### config.mk
export PLATFORM = sky130hd
export DESIGN_NAME = vga_frame_monitor
export DESIGN_NICKNAME = d
export VERILOG_FILES = /design/src/rtl/vga_frame_monitor.sv
export SDC_FILE = /design/constraint.sdc
export NUM_CORES = 1
export LEC_CHECK = 0
export CAP_MARGIN = 20
export CORE_MARGIN = 1.5
export CORE_UTILIZATION = 35
export CTS_CLUSTER_DIAMETER = 150
export DETAILED_ROUTE_END_ITERATION = 10
export GPL_ROUTABILITY_DRIVEN = 0
export GPL_TIMING_DRIVEN = 0
export MAX_ROUTING_LAYER = met4
export SLEW_MARGIN = 10
export SYNTH_ARGS = -nofsm -noshare
export SYNTH_HDL_FRONTEND = slang
export SYNTH_SLANG_ARGS = --single-unit
### constraint.sdc
create_clock -name clk -period 2.6 [get_ports clk]
set_clock_uncertainty 0.2 [all_clocks]
set_input_delay 0.26 -clock clk [delete_from_list [all_inputs] [get_ports clk]]
set_output_delay 0.26 -clock clk [all_outputs]
set_load 0.05 [all_outputs]
### src/rtl/vga_frame_monitor.sv
// VGA frame monitor: measures line/frame timing and green pixel count,
// tracks lock against H_TOTAL/V_TOTAL, and emits a valid/ready frame report.
// Ports:
//   clk, rst_n            pixel clock, async active-low reset
//   hsync, vsync, rgb_in  active-low syncs and pixel data from timing stage
//   report_ready          downstream accepts report
//   report_valid          frame report available
//   line_len              clocks per line, last line of reported frame
//   frame_lines           lines in reported frame
//   green_cnt             GREEN_VAL pixels in reported frame
//   locked                timing matches H_TOTAL/V_TOTAL
//   err                   one-cycle pulse on entry to ERROR
//   overrun               sticky: a report was dropped under backpressure
module vga_frame_monitor #(
   parameter int unsigned H_TOTAL   = 800,
   parameter int unsigned V_TOTAL   = 525,
   parameter logic [7:0]  GREEN_VAL = 8'b000_111_00
) (
   input  logic        clk,
   input  logic        rst_n,
   input  logic        hsync,
   input  logic        vsync,
   input  logic [7:0]  rgb_in,
   input  logic        report_ready,
   output logic        report_valid,
   output logic [9:0]  line_len,
   output logic [9:0]  frame_lines,
   output logic [17:0] green_cnt,
   output logic        locked,
   output logic        err,
   output logic        overrun
);

   typedef enum logic [1:0] {HUNT, MEASURE, LOCKED, ERROR} state_t;

   localparam logic [9:0] H_CHK = 10'(H_TOTAL);
   localparam logic [9:0] V_CHK = 10'(V_TOTAL);

   state_t      state, state_nxt;
   logic        hs_r, vs_r, hs_p, vs_p;
   logic [7:0]  rgb_r;
   logic        hs_fe, vs_fe, grn_fe;
   logic [9:0]  lcnt, fcnt, last_int, intv;
   logic [17:0] gcnt;
   logic        skip, bad;
   logic [9:0]  snap_len, snap_lines;
   logic [17:0] snap_green;
   logic        ld;
   logic        h_bad, v_bad, enter_err;

   // Input register plus one event stage; the event stage sets the
   // report latency so that report_valid rises three edges after vsync
   // is first sampled low.
   always_ff @(posedge clk or negedge rst_n) begin
      if (!rst_n) begin
         hs_r   <= 1'b1;
         vs_r   <= 1'b1;
         hs_p   <= 1'b1;
         vs_p   <= 1'b1;
         rgb_r  <= '0;
         hs_fe  <= 1'b0;
         vs_fe  <= 1'b0;
         grn_fe <= 1'b0;
      end else begin
         hs_r   <= hsync;
         vs_r   <= vsync;
         hs_p   <= hs_r;
         vs_p   <= vs_r;
         rgb_r  <= rgb_in;
         hs_fe  <= hs_p & ~hs_r;
         vs_fe  <= vs_p & ~vs_r;
         grn_fe <= (rgb_r == GREEN_VAL);
      end
   end

   // Interval ending at this hsync fall, saturated at 1023.
   assign intv  = (lcnt == 10'h3ff) ? lcnt : lcnt + 10'd1;
   assign h_bad = hs_fe && !skip && (intv != H_CHK);
   assign v_bad = (fcnt != V_CHK);

   always_comb begin
      state_nxt = state;
      unique case (state)
         HUNT:    if (vs_fe) state_nxt = MEASURE;
         MEASURE: if (vs_fe) state_nxt = (bad || h_bad || v_bad) ? ERROR : LOCKED;
         LOCKED:  if (h_bad || (vs_fe && v_bad)) state_nxt = ERROR;
         ERROR:   if (vs_fe) state_nxt = MEASURE;
      endcase
      enter_err = (state_nxt == ERROR) && (state != ERROR);
   end

   assign locked = (state == LOCKED);

   always_ff @(posedge clk or negedge rst_n) begin
      if (!rst_n) begin
         state    <= HUNT;
         lcnt     <= '0;
         fcnt     <= '0;
         gcnt     <= '0;
         last_int <= '0;
         skip     <= 1'b1;
         bad      <= 1'b0;
         err      <= 1'b0;
      end else begin
         state <= state_nxt;
         err   <= enter_err;
         lcnt  <= hs_fe ? 10'd0 : intv;
         if (hs_fe) last_int <= intv;
         // Partial line from hunting is never checked.
         if (state == HUNT) skip <= 1'b1;
         else if (hs_fe)    skip <= 1'b0;
         if (state != MEASURE) bad <= 1'b0;
         else if (h_bad)       bad <= 1'b1;
         // A coincident hsync fall opens the new frame.
         if (vs_fe)      fcnt <= {9'd0, hs_fe};
         else if (hs_fe) fcnt <= (fcnt == 10'h3ff) ? fcnt : fcnt + 10'd1;
         if (vs_fe)       gcnt <= '0;
         else if (grn_fe) gcnt <= (gcnt == 18'h3ffff) ? gcnt : gcnt + 18'd1;
      end
   end

   always_ff @(posedge clk or negedge rst_n) begin
      if (!rst_n) begin
         snap_len   <= '0;
         snap_lines <= '0;
         snap_green <= '0;
         ld         <= 1'b0;
      end else begin
         ld <= vs_fe && (state != HUNT);
         if (vs_fe) begin
            snap_len   <= hs_fe ? intv : last_int;
            snap_lines <= fcnt;
            snap_green <= gcnt;
         end
      end
   end

   always_ff @(posedge clk or negedge rst_n) begin
      if (!rst_n) begin
         report_valid <= 1'b0;
         line_len     <= '0;
         frame_lines  <= '0;
         green_cnt    <= '0;
         overrun      <= 1'b0;
      end else if (ld) begin
         if (!report_valid || report_ready) begin
            report_valid <= 1'b1;
            line_len     <= snap_len;
            frame_lines  <= snap_lines;
            green_cnt    <= snap_green;
         end else begin
            overrun <= 1'b1;
         end
      end else if (report_ready) begin
         report_valid <= 1'b0;
      end
   end

endmodule

# Word-level counts from Yosys, hierarchy flattened
# Cells that the tools add are included.
dict set report op_classes {
  addsub 3
  n_eq_ne 15
  n_mux 21
  bitwise_logic 5
  n_reduce_logical 24
}
# op count
set ops {}
lappend ops {{$mux W10} 6}
lappend ops {{$mux W18} 3}
lappend ops {{$add A10 B1 Y10 const B} 2}
lappend ops {{$eq A10 B10 Y1 const B} 2}
lappend ops {{$ne A10 B10 Y1 const B} 2}
lappend ops {{$add A18 B1 Y18 const B} 1}
lappend ops {{$eq A18 B18 Y1 const B} 1}
lappend ops {{$reduce_bool A2 Y1} 6}
lappend ops {{$reduce_and A2 Y1} 5}
lappend ops {{$eq A8 B5 Y1 const B} 1}
lappend ops {{$mux W1} 8}
lappend ops {{$eq A2 B2 Y1 const B} 3}
lappend ops {{$mux W2} 3}
lappend ops {{$ne A2 B2 Y1 const B} 3}
lappend ops {{$pmux W2 S3} 1}
lappend ops {{$logic_and A1 B1 Y1} 5}
lappend ops {{$logic_or A1 B1 Y1} 4}
lappend ops {{$ne A2 B1 Y1 const B} 2}
lappend ops {{$not A1 Y1} 3}
lappend ops {{$and A1 B1 Y1} 2}
lappend ops {{$eq A2 B1 Y1 const B} 1}
lappend ops {{$logic_not A1 Y1} 2}
lappend ops {{$logic_not A2 Y1} 1}
lappend ops {{$reduce_or A2 Y1} 1}
dict set report word_totals {
  ff_bits 147
  inputBits 13
  output_inout_bits 42
}

# Logic depth before layout (Yosys ltp)
# Gate-level depths: netlist of run 1.
dict set report depth {
  depth_word 11
  mapped_depth 8
  ltp_nobuf 8
}

# Worst setup path after synthesis of run 1
# No wires, ideal clock.
dict set report synth_path {
  kind {register to register}
  from {reg lcnt[1]}
  to {reg err}
  setup_time_ns 0.131
  arrival_ns 2.140
  required_ns 2.269
  setup_slack_ns 0.129
  path_stages_with_launch 8
  path_buffers 0
  period_less_slack_ns 2.471
  path_cell_list {dfrtp_1 -> ha_1 -> nand3_4 -> or4b_4 -> a2111oi_4 -> nand4_2 -> a311oi_2 -> nor3_1}
}
dict set report synth_between {
  elab_chain_cells 11
}
# item line_no
set synth_rtl {}
lappend synth_rtl {{from (decl)} 43} ;# logic [9:0] lcnt, fcnt, last_int, intv;
lappend synth_rtl {{from (signal assigned)} 107} ;# lcnt <= hs_fe ? 10'd0 : intv;
lappend synth_rtl {{$add A10 B1 Y10 / $eq A10 B10 Y1 (equally long branches)} 77} ;# assign intv = (lcnt == 10'h3ff) ? lcnt : lcnt + 10'd1;
lappend synth_rtl {{$mux W10 *} 77}
lappend synth_rtl {{$ne A10 B10 Y1 *} 78} ;# assign h_bad = hs_fe && !skip && (intv != H_CHK);
lappend synth_rtl {{$logic_and A1 B1 Y1 *} 78}
lappend synth_rtl {{$logic_or A1 B1 Y1 (2 in a row)} 85} ;# MEASURE: if (vs_fe) state_nxt = (bad || h_bad || v_bad) ? ERROR : LOCKED;
lappend synth_rtl {{$mux W1} 85}
lappend synth_rtl {{$mux W2} 85}
lappend synth_rtl {{$pmux W2 S3 *} 83} ;# unique case (state)
lappend synth_rtl {{$eq A2 B2 Y1 *} 89} ;# enter_err = (state_nxt == ERROR) && (state != ERROR);
lappend synth_rtl {{$logic_and A1 B1 Y1 *} 89}
lappend synth_rtl {{named net enter_err} 49} ;# logic h_bad, v_bad, enter_err;
lappend synth_rtl {{to (signal assigned)} 106} ;# err <= enter_err;
lappend synth_rtl {{to (decl)} 30} ;# output logic err,
# The timed path passes the listed nets; every way through them passes the cells marked *.
# A chain may end at the register's enable or synchronous reset.

# Worst setup path in the final report of run 1
dict set report layout_path {
  from {reg lcnt[0]}
  to {reg err}
}
# Same word-level chain as after synthesis.

==> out/results.md, run 1 <==
| Result | This run | Unit |
|---|---|---|
| Run status | finished, final reports clean | - |
| Final worst path period share | 97.5 | % |
| Area growth from synthesis to layout | 24.9 | % |
| Biggest fanout along the worst timing path | 7 | - |
| Dominant register cell in the synthesized netlist | dfrtp_1 | - |
| Length of the first detailed-routing pass in iterations | 4 | - |
| Total Routing Usage GR | 14.4 | % |
| Clk slew on worst S/H paths | 0.06 | ns |
| Slew headroom | 52.5 | % |
| Final Worst Setup Slack | 0.0640 | ns |
| Number of cells on the worst reg-to-reg path | 7 | - |
| Pin count of the biggest net entering global routing | 102 | - |
| FF+latch count, synth | 147 | - |
| DRC violations left | 0 | - |
| Synthesis warning total | 0 | - |
| Category of the critical setup timing path | reg -> reg | - |
| Most used standard cells in the synthesized netlist | dfrtp_1 (142), mux2_2 (83), nor2_1 (44) | - |
| Hold-critical path depth | 1 | - |
| Worst reg2reg startpoint | lcnt[0]$_DFF_PN0_ | - |
| EDFF count, synth | 0 | - |
| Number of max-slew violations in the final report | 0 | - |
| Detailed placer's ending HPWL | 7680 | um |
| Synth area leaders | dfrtp_1 (59%), mux2_2 (15%), nor2_1 (2.7%), dfstp_2 (2.2%), xor2_1 (2.2%) | - |
| Number of design-rule violations left by the first detailed-router iteration | 213 | - |
| Mapped Nets | 486 | - |
| Crit path required time | 2.68 | ns |
| Number of buffers on the longest clock path | 2 | - |
| Worst-skew pair later-pin latency | 0.42 | ns |
| Initial Utilization | 36.1 | % |
| Width of the die | 135 | um |
| Mean cell area of the mapped netlist | 13.0 | um2 |
| Cts bufs inserted | 17 | - |
| Max VDD drop | 0.515 | mV |
| CTS H-tree lvls | 4 | - |
| Io pins | 55 | - |
| Max-cap violation count | 0 | - |
| Most common cell in the synthesized netlist | dfrtp_1 | - |
| Nets@finish | 561 | - |
| Path type of the worst min-delay path | in -> reg | - |
| Maximum achievable frequency | 0.394 | GHz |
| Aggregate global routing overflow | 0 | - |
| Full die area | 0.0181 | mm2 |
| Total Negative Setup Slacks | 0 | ns |
| Final hold violations | 0 | - |
| DRT antenna net count | 0 | - |
| Placeable Area | 0.0168 | mm2 |
| DRT Wirelength | 11300 | um |
| Port buffer count | 54 | - |
| Post-detailed-route wirelength per cell | 14.7 | um |
| Power Dens Cells | 841 | mW/mm2 |
| Proportion of layout cells with a drive suffix above 1 | 24.2 | % |
| Distinct cell type count after synthesis | 50 | - |
| Cell count after synthesis | 465 | - |
| Site Rows | 47 | - |
| Min Clock Period, post-route | 2.54 | ns |
| Setup violations, final | 0 | - |
| Endpoint of the worst hold path | hs_r$_DFF_PN1_ | - |
| Worst Setup End Kind | flip-flop | - |
| Sequential share of the synthesized area | 60.9 | % |
| Number of antenna violations at the first check in global routing | 0 | - |
| ANT cells | 0 | - |
| TritonCTS Sinks | 147 | - |
| Leakage dissipation | 3.45 | nW |
| Number of fill cells | 1506 | - |
| Start point of the worst hold path | hsync | - |
| Worst r2r dst | err$_DFF_PN0_ | - |
| Async SR Flop Fraction | 100 | % |
| Transition time at the pin with the least slew margin | 0.712 | ns |
| Per-cell via count in the routed design | 4.90 | - |
| TritonCTS clock tree | done | - |
| Worst reg2reg setup slack | 0.06 | ns |
| Placement Setup Slack | -0.233 | ns |
| Fin util | 45.1 | % |
| Cell chosen for the clock root | clkbuf_16 | - |
| First-pass GRT wire length | 19700 | um |
| Proportion of netlist area held by the largest area contributor | 58.7 | % |
| Setup repair after global routing missed its margin | yes | - |
| Die height | 135 | um |
| Largest area contributor in the netlist | dfrtp_1 | - |
| Startpoint Class | flip-flop | - |
| Vias after detailed routing | 3787 | - |
| Combined area of all synthesized cells | 0.00605 | mm2 |
| Arrival @ worst endpoint | 2.62 | ns |
| Number of global-route vias before repair | 4019 | - |
[cell usage in the layout, fill, tap and decap left out, types with 3 or more instances in the layout]
cell type | netlist | layout
a21oi_1 | 7 | 7
nand2_1 | 20 | 20
clkbuf_1 | 14 | 14
nor2b_1 | 7 | 7
and3_1 | 5 | 5
nand3_1 | 10 | 10
o21ai_0 | 10 | 9
clkbuf_16 | 0 | 17
nand4_1 | 12 | 12
a31oi_1 | 4 | 3
inv_1 | 11 | 11
ha_1 | 8 | 7
bufinv_16 | 0 | 3
and2_1 | 7 | 7
and4_1 | 5 | 5
xor2_1 | 15 | 15
dfrtp_1 | 142 | 141
mux2_2 | 83 | 83
nor3_1 | 6 | 6
clkdlybuf4s50_1 | 0 | 52
dfstp_2 | 5 | 5
nand2b_1 | 3 | 3
mux2i_1 | 3 | 3
clkbuf_8 | 0 | 3
xnor2_1 | 13 | 13
nor2_1 | 44 | 44
[critical path: stages (launching register included)]
cell       delay (ns)
dfrtp_1          0.40
ha_4             0.20
nand3_4          0.12
or4b_4           0.57
a2111oi_4        0.32
nand4_2          0.20
a311oi_2         0.26
nor3_1           0.13
[state kept, by name (all words and copies together), names as in the netlist, 2 cells and up]
signal and cells:
fcnt 10, snap_green 18, snap_lines 10, last_int 10
gcnt 18, rgb_r 8, frame_lines 10, snap_len 10
state 2, green_cnt 18, line_len 10, lcnt 10
[where the power goes]
| group | switching, mW | internal [mW] | leakage, nW |
|---|---|---|---|
| combinational | 0.691 | 0.469 | 1.19 |
| sequential | 0.156 | 2.51 | 1.96 |
| clock | 0.941 | 1.59 | 0.300 |
| total | 1.79 | 4.57 | 3.45 |
[metal layers]
metal	vias to the layer above	part of all wire, %	track usage, %
met4	0	2.3	6.75
met3	22	4.2	3.90
met5	-	0	-
met1	1909	46	17.3
met2	80	48	22.5
li1	1776	-	-
[worst max-delay path by stage]
stage / cells past startpoint / slack (ns) / from / to
finish: 7 / 0.06 / lcnt[0]$_DFF_PN0_ / err$_DFF_PN0_
global route: 7 / -0.03 / lcnt[0]$_DFF_PN0_ / err$_DFF_PN0_
CTS: 7 / 0.003 / lcnt[1]$_DFF_PN0_ / err$_DFF_PN0_
detailed placement: 6 / -0.23 / report_ready / line_len[4]$_DFFE_PN0P_
global placement: 1 / -4.62 / rst_n / green_cnt[8]$_DFFE_PN0P_
floorplan: 7 / 0.13 / lcnt[1]$_DFF_PN0_ / err$_DFF_PN0_
[logic make-up (layout without fill, tap and decap cells)]
logic type      after synthesis  after routing  share of synthesized area [%]
flops                       147            147                           60.9
simple gates                133            133                           11.7
mux                          86             86                           15.9
compound gates               34             34                           3.99
buf+inv                      29            117                           1.84
xor+xnor                     28             28                           4.05
fa+ha+maj                     8              8                           1.65
[stage by stage]
stage / instances / hold slack, ns / cell area [um2] / power, mW
floorplan: 465 / -0.236 / 6050 / 3.45
global placement: 739 / 0.158 / 6870 / 3.80
detailed placement: 740 / -0.0159 / 6900 / 3.85
CTS: 773 / 0.0465 / 7550 / 6.43
global route: 773 / 0.0404 / 7560 / 6.66
finish: 773 / 0.0595 / 7560 / 6.36
[what timing repair did]
item	4_1_cts	5_1_grt
hold buffers	1	0
buffers inserted	0	1
gates resized for setup	3	3
hold endpoints to repair	69	0
pin swaps	0	3
endpoints found under the setup margin	4	5
[cell type report]
type	count	area, um2	area share, %
Sequential cell	147	3690	48.8
Timing Repair Buffer	57	593	7.85
Inverter	11	41.3	0.546
Multi-Input combinational cell	289	2280	30.1
Buffer	17	66.3	0.877
Clock buffer	21	470	6.22
Tap cell	220	275	3.64
Clock inverter	11	150	1.99
(Power assumes the default switching activity.)
==> run 2: changes to the inputs <==
--- a/config.mk
+++ b/config.mk
@@ -7,12 +7,13 @@
 export LEC_CHECK = 0
 export CAP_MARGIN = 20
 export CORE_MARGIN = 1.5
-export CORE_UTILIZATION = 35
+export CORE_UTILIZATION = 51
 export CTS_CLUSTER_DIAMETER = 150
 export DETAILED_ROUTE_END_ITERATION = 10
 export GPL_ROUTABILITY_DRIVEN = 0
 export GPL_TIMING_DRIVEN = 0
 export MAX_ROUTING_LAYER = met4
+export PLACE_DENSITY = 0.75
 export SLEW_MARGIN = 10
 export SYNTH_ARGS = -nofsm -noshare
 export SYNTH_HDL_FRONTEND = slang
==> out/results.md, run 2 (same netlist as run 1, synthesis figures left out) <==
| Result | This run | Unit | Change |
|---|---|---|---|
| Final worst path period share | 95.5 | % | -2.0 points |
| Setup repair after global routing missed its margin | yes | - |  |
| Min Clock Period, post-route | 2.48 | ns | -0.0522 ns |
| Slew headroom | 49.6 | % | -2.9 points |
| Transition time at the pin with the least slew margin | 0.754 | ns | +0.0423 ns |
| Pin count of the biggest net entering global routing | 96 | - | -5.9% |
| Detailed placer's ending HPWL | 7370 | um | -4.1% |
| DRT Wirelength | 11000 | um | -2.7% |
| Cell Int Power | 4.66 | mW | +2.0% |
| Startpoint Class | flip-flop | - |  |
| Io pins | 55 | - | unchanged |
| Critical path buffers and inverters | 0 | - | unchanged |
| Path type of the worst min-delay path | in -> reg | - |  |
| Kind of cell adding the most delay to the critical path | simple AND/OR/NAND/NOR gates | - |  |
| Placeable Area | 0.0115 | mm2 | -31% |
| Number of global-route vias before repair | 3980 | - | -0.97% |
| Leakage dissipation | 3.44 | nW | -0.30% |
| Nets@finish | 562 | - | +0.18% |
| Category of the critical setup timing path | reg -> reg | - |  |
| Number of buffers on the longest clock path | 2 | - | unchanged |
| Max VDD drop | 0.456 | mV | -11% |
| CTS H-tree lvls | 4 | - | unchanged |
| Combinational cell fraction of total power | 18.2 | % | about the same |
| Area growth from synthesis to layout | 23.6 | % |  |
| Cell Count Post-Placement | 663 | - | -10% |
| Clk network pwr share | 40.2 | % | +0.4 points |
| Critical path cell sequence | ha_4 > nand3_4 > or4b_4 > a2111oi_4 > nand4_2 > a311oi_2 > nor3_1 | - |  |
| TritonCTS Sinks | 147 | - | unchanged |
| Aggregate global routing overflow | 0 | - | unchanged |
| Power Dens Cells | 853 | mW/mm2 | +1.4% |
| DRT antenna net count | 0 | - | unchanged |
| Vias after detailed routing | 3775 | - | -0.32% |
| Per-cell via count in the routed design | 5.42 | - | +11% |
| Arrival @ worst endpoint | 2.57 | ns | -0.05 ns |
| Total power draw | 6.38 | mW | +0.39% |
| TritonCTS clock tree | done | - |  |
| Sw power | 1.72 | mW | -3.7% |
| Most common library cell in the layout ignoring fill and taps | dfrtp_1 | - |  |
| Number of antenna violations at the first check in global routing | 0 | - | unchanged |
| Maximum achievable frequency | 0.403 | GHz | +2.1% |
| Length of the first detailed-routing pass in iterations | 9 | - | +5 |
| Die height | 112 | um | -17% |
| Initial Utilization | 52.6 | % | +16 points |
| Max-cap violation count | 0 | - | unchanged |
| Total Routing Usage GR | 20.2 | % | +5.8 points |
| Port buffer count | 54 | - | unchanged |
| Width of the die | 112 | um | -17% |
| Number of max-slew violations in the final report | 0 | - | unchanged |
| Clk slew on worst S/H paths | 0.05 | ns | about the same |
| Worst-skew pair later-pin latency | 0.42 | ns | about the same |
| Failing checks | DRC | - |  |
| Site Rows | 39 | - | -17% |
| Biggest regs | gcnt (18), green_cnt (18), snap_green (18) | - |  |
| Cts bufs inserted | 17 | - | unchanged |
| Largest stage delay, worst path | 0.57 | ns | about the same |
| Crit path required time | 2.68 | ns | about the same |
| Setup violations, final | 0 | - | unchanged |
| Proportion of layout cells with a drive suffix above 1 | 23.8 | % | -0.40 points |
| DRC violations left | 4 | - | +4 |
| Fin util | 65.0 | % | +20 points |
| Final hold violations | 0 | - | unchanged |
| Leading cell types in the layout, fill and taps excluded | dfrtp_1 (141), mux2_2 (83), clkdlybuf4s50_1 (53) | - |  |
| Cell with the largest stage delay on the worst path | or4b_4 | - |  |
| Number of design-rule violations left by the first detailed-router iteration | 163 | - | -23% |
| ANT cells | 0 | - | unchanged |
| Sequential cell fraction of total power | 41.6 | % | -0.3 points |
| Post-DP Area | 0.00680 | mm2 | -1.5% |
| Biggest fanout along the worst timing path | 7 | - | unchanged |
| Share of total power consumed by net switching | 27.0 | % | -1.1 points |
| Run status | complete, but fails checks | - |  |
| Post-route insts no fill | 697 | - | -9.8% |
| Full die area | 0.0125 | mm2 | -31% |
| Area of all placed cells without fillers | 0.00748 | mm2 | -1.0% |
| Post-detailed-route wirelength per cell | 15.8 | um | +8.0% |
| Worst Setup End Kind | flip-flop | - |  |
| Cell chosen for the clock root | clkbuf_16 | - |  |
| First-pass GRT wire length | 19000 | um | -3.8% |
[run 2: cell count changes in the layout (fill, tap and decap cells not counted), sizes merged]
cell,change
clkdlybuf4s50,+1
clkinv,-2
bufinv,+1
buf,+1
inv,-2
clkbuf,+3
dlymetal6s2s,-1
[run 2: per-layer routing]
layer  GRT usage (%)  part of all wire [%]  wire length (um)  up-vias
li1                -                     -                 -     1779
met1            24.8                    45              4920     1911
met2            32.1                    50              5520       71
met3            5.66                   4.1               447       14
met4            7.76                   1.3               141        0
met5               -                     0                 0        -
[run 2: layout make-up]
| type | count | area (um2) |
|---|---|---|
| inverter | 11 | 41.3 |
| clock buffer | 24 | 482 |
| clock inverter | 8 | 149 |
| buffer | 17 | 66.3 |
| fill | 857 | 4030 |
| timing repair buffer | 58 | 594 |
| multi-input combinational | 289 | 2290 |
| tap | 143 | 179 |
| sequential | 147 | 3690 |
[run 2: worst paths after layout]
check | cells past startpoint | endpoint | slack, ns | start
worst max-delay path | 7 | err$_DFF_PN0_ | 0.12 | lcnt[0]$_DFF_PN0_
worst min-delay path | 1 | vs_r$_DFF_PN1_ | 0.05 | vsync
worst max register to register | 7 | err$_DFF_PN0_ | 0.12 | lcnt[0]$_DFF_PN0_
worst min register to register | 0 | vs_p$_DFF_PN1_ | 0.17 | vs_r$_DFF_PN1_
max in group asynchronous | 3 | hs_r$_DFF_PN1_ | 1.21 | rst_n
min in group asynchronous | 2 | line_len[3]$_DFFE_PN0P_ | 0.16 | rst_n
[run 2: stage by stage]
| step | setup WS (ns) | hold slack [ns] | TNS (ns) |
|---|---|---|---|
| 4_1_cts | 0.0223 | 0.0336 | 0 |
| 5_1_grt | -0.0276 | 0.0402 | -0.0302 |
| 2_1_floorplan | 0.129 | -0.236 | 0 |
| 3_3_place_gp | -4.55 | 0.157 | -660.73 |
| 6_report | 0.116 | 0.0515 | 0 |
| 3_5_place_dp | -0.195 | 0.0415 | -3.35 |
[run 2: repair_timing]
| item | CTS | global route |
|---|---|---|
| pin swaps | 0 | 3 |
| buffers inserted | 0 | 2 |
| hold buffers | 1 | 0 |
| hold endpoints to repair | 52 | 0 |
| resized for setup | 3 | 2 |
| setup endpoints to repair | 5 | 5 |
[run 2: worst reg2reg max path: stages, from the launching register on]
cell	delay (ns)
dfrtp_1	0.39
ha_4	0.19
nand3_4	0.11
or4b_4	0.57
a2111oi_4	0.32
nand4_2	0.18
a311oi_2	0.27
nor3_1	0.11
[run 2: power by group through the flow]
| stage | clock, mW | sequential [mW] | combinational, mW |
|---|---|---|---|
| finish | 2.57 | 2.66 | 1.16 |
| global route | 2.72 | 2.68 | 1.26 |
| CTS | 2.61 | 2.66 | 1.16 |
| detailed placement | 0 | 2.69 | 1.14 |
| global placement | 0 | 2.68 | 1.10 |
| floorplan | 0 | 2.93 | 0.517 |
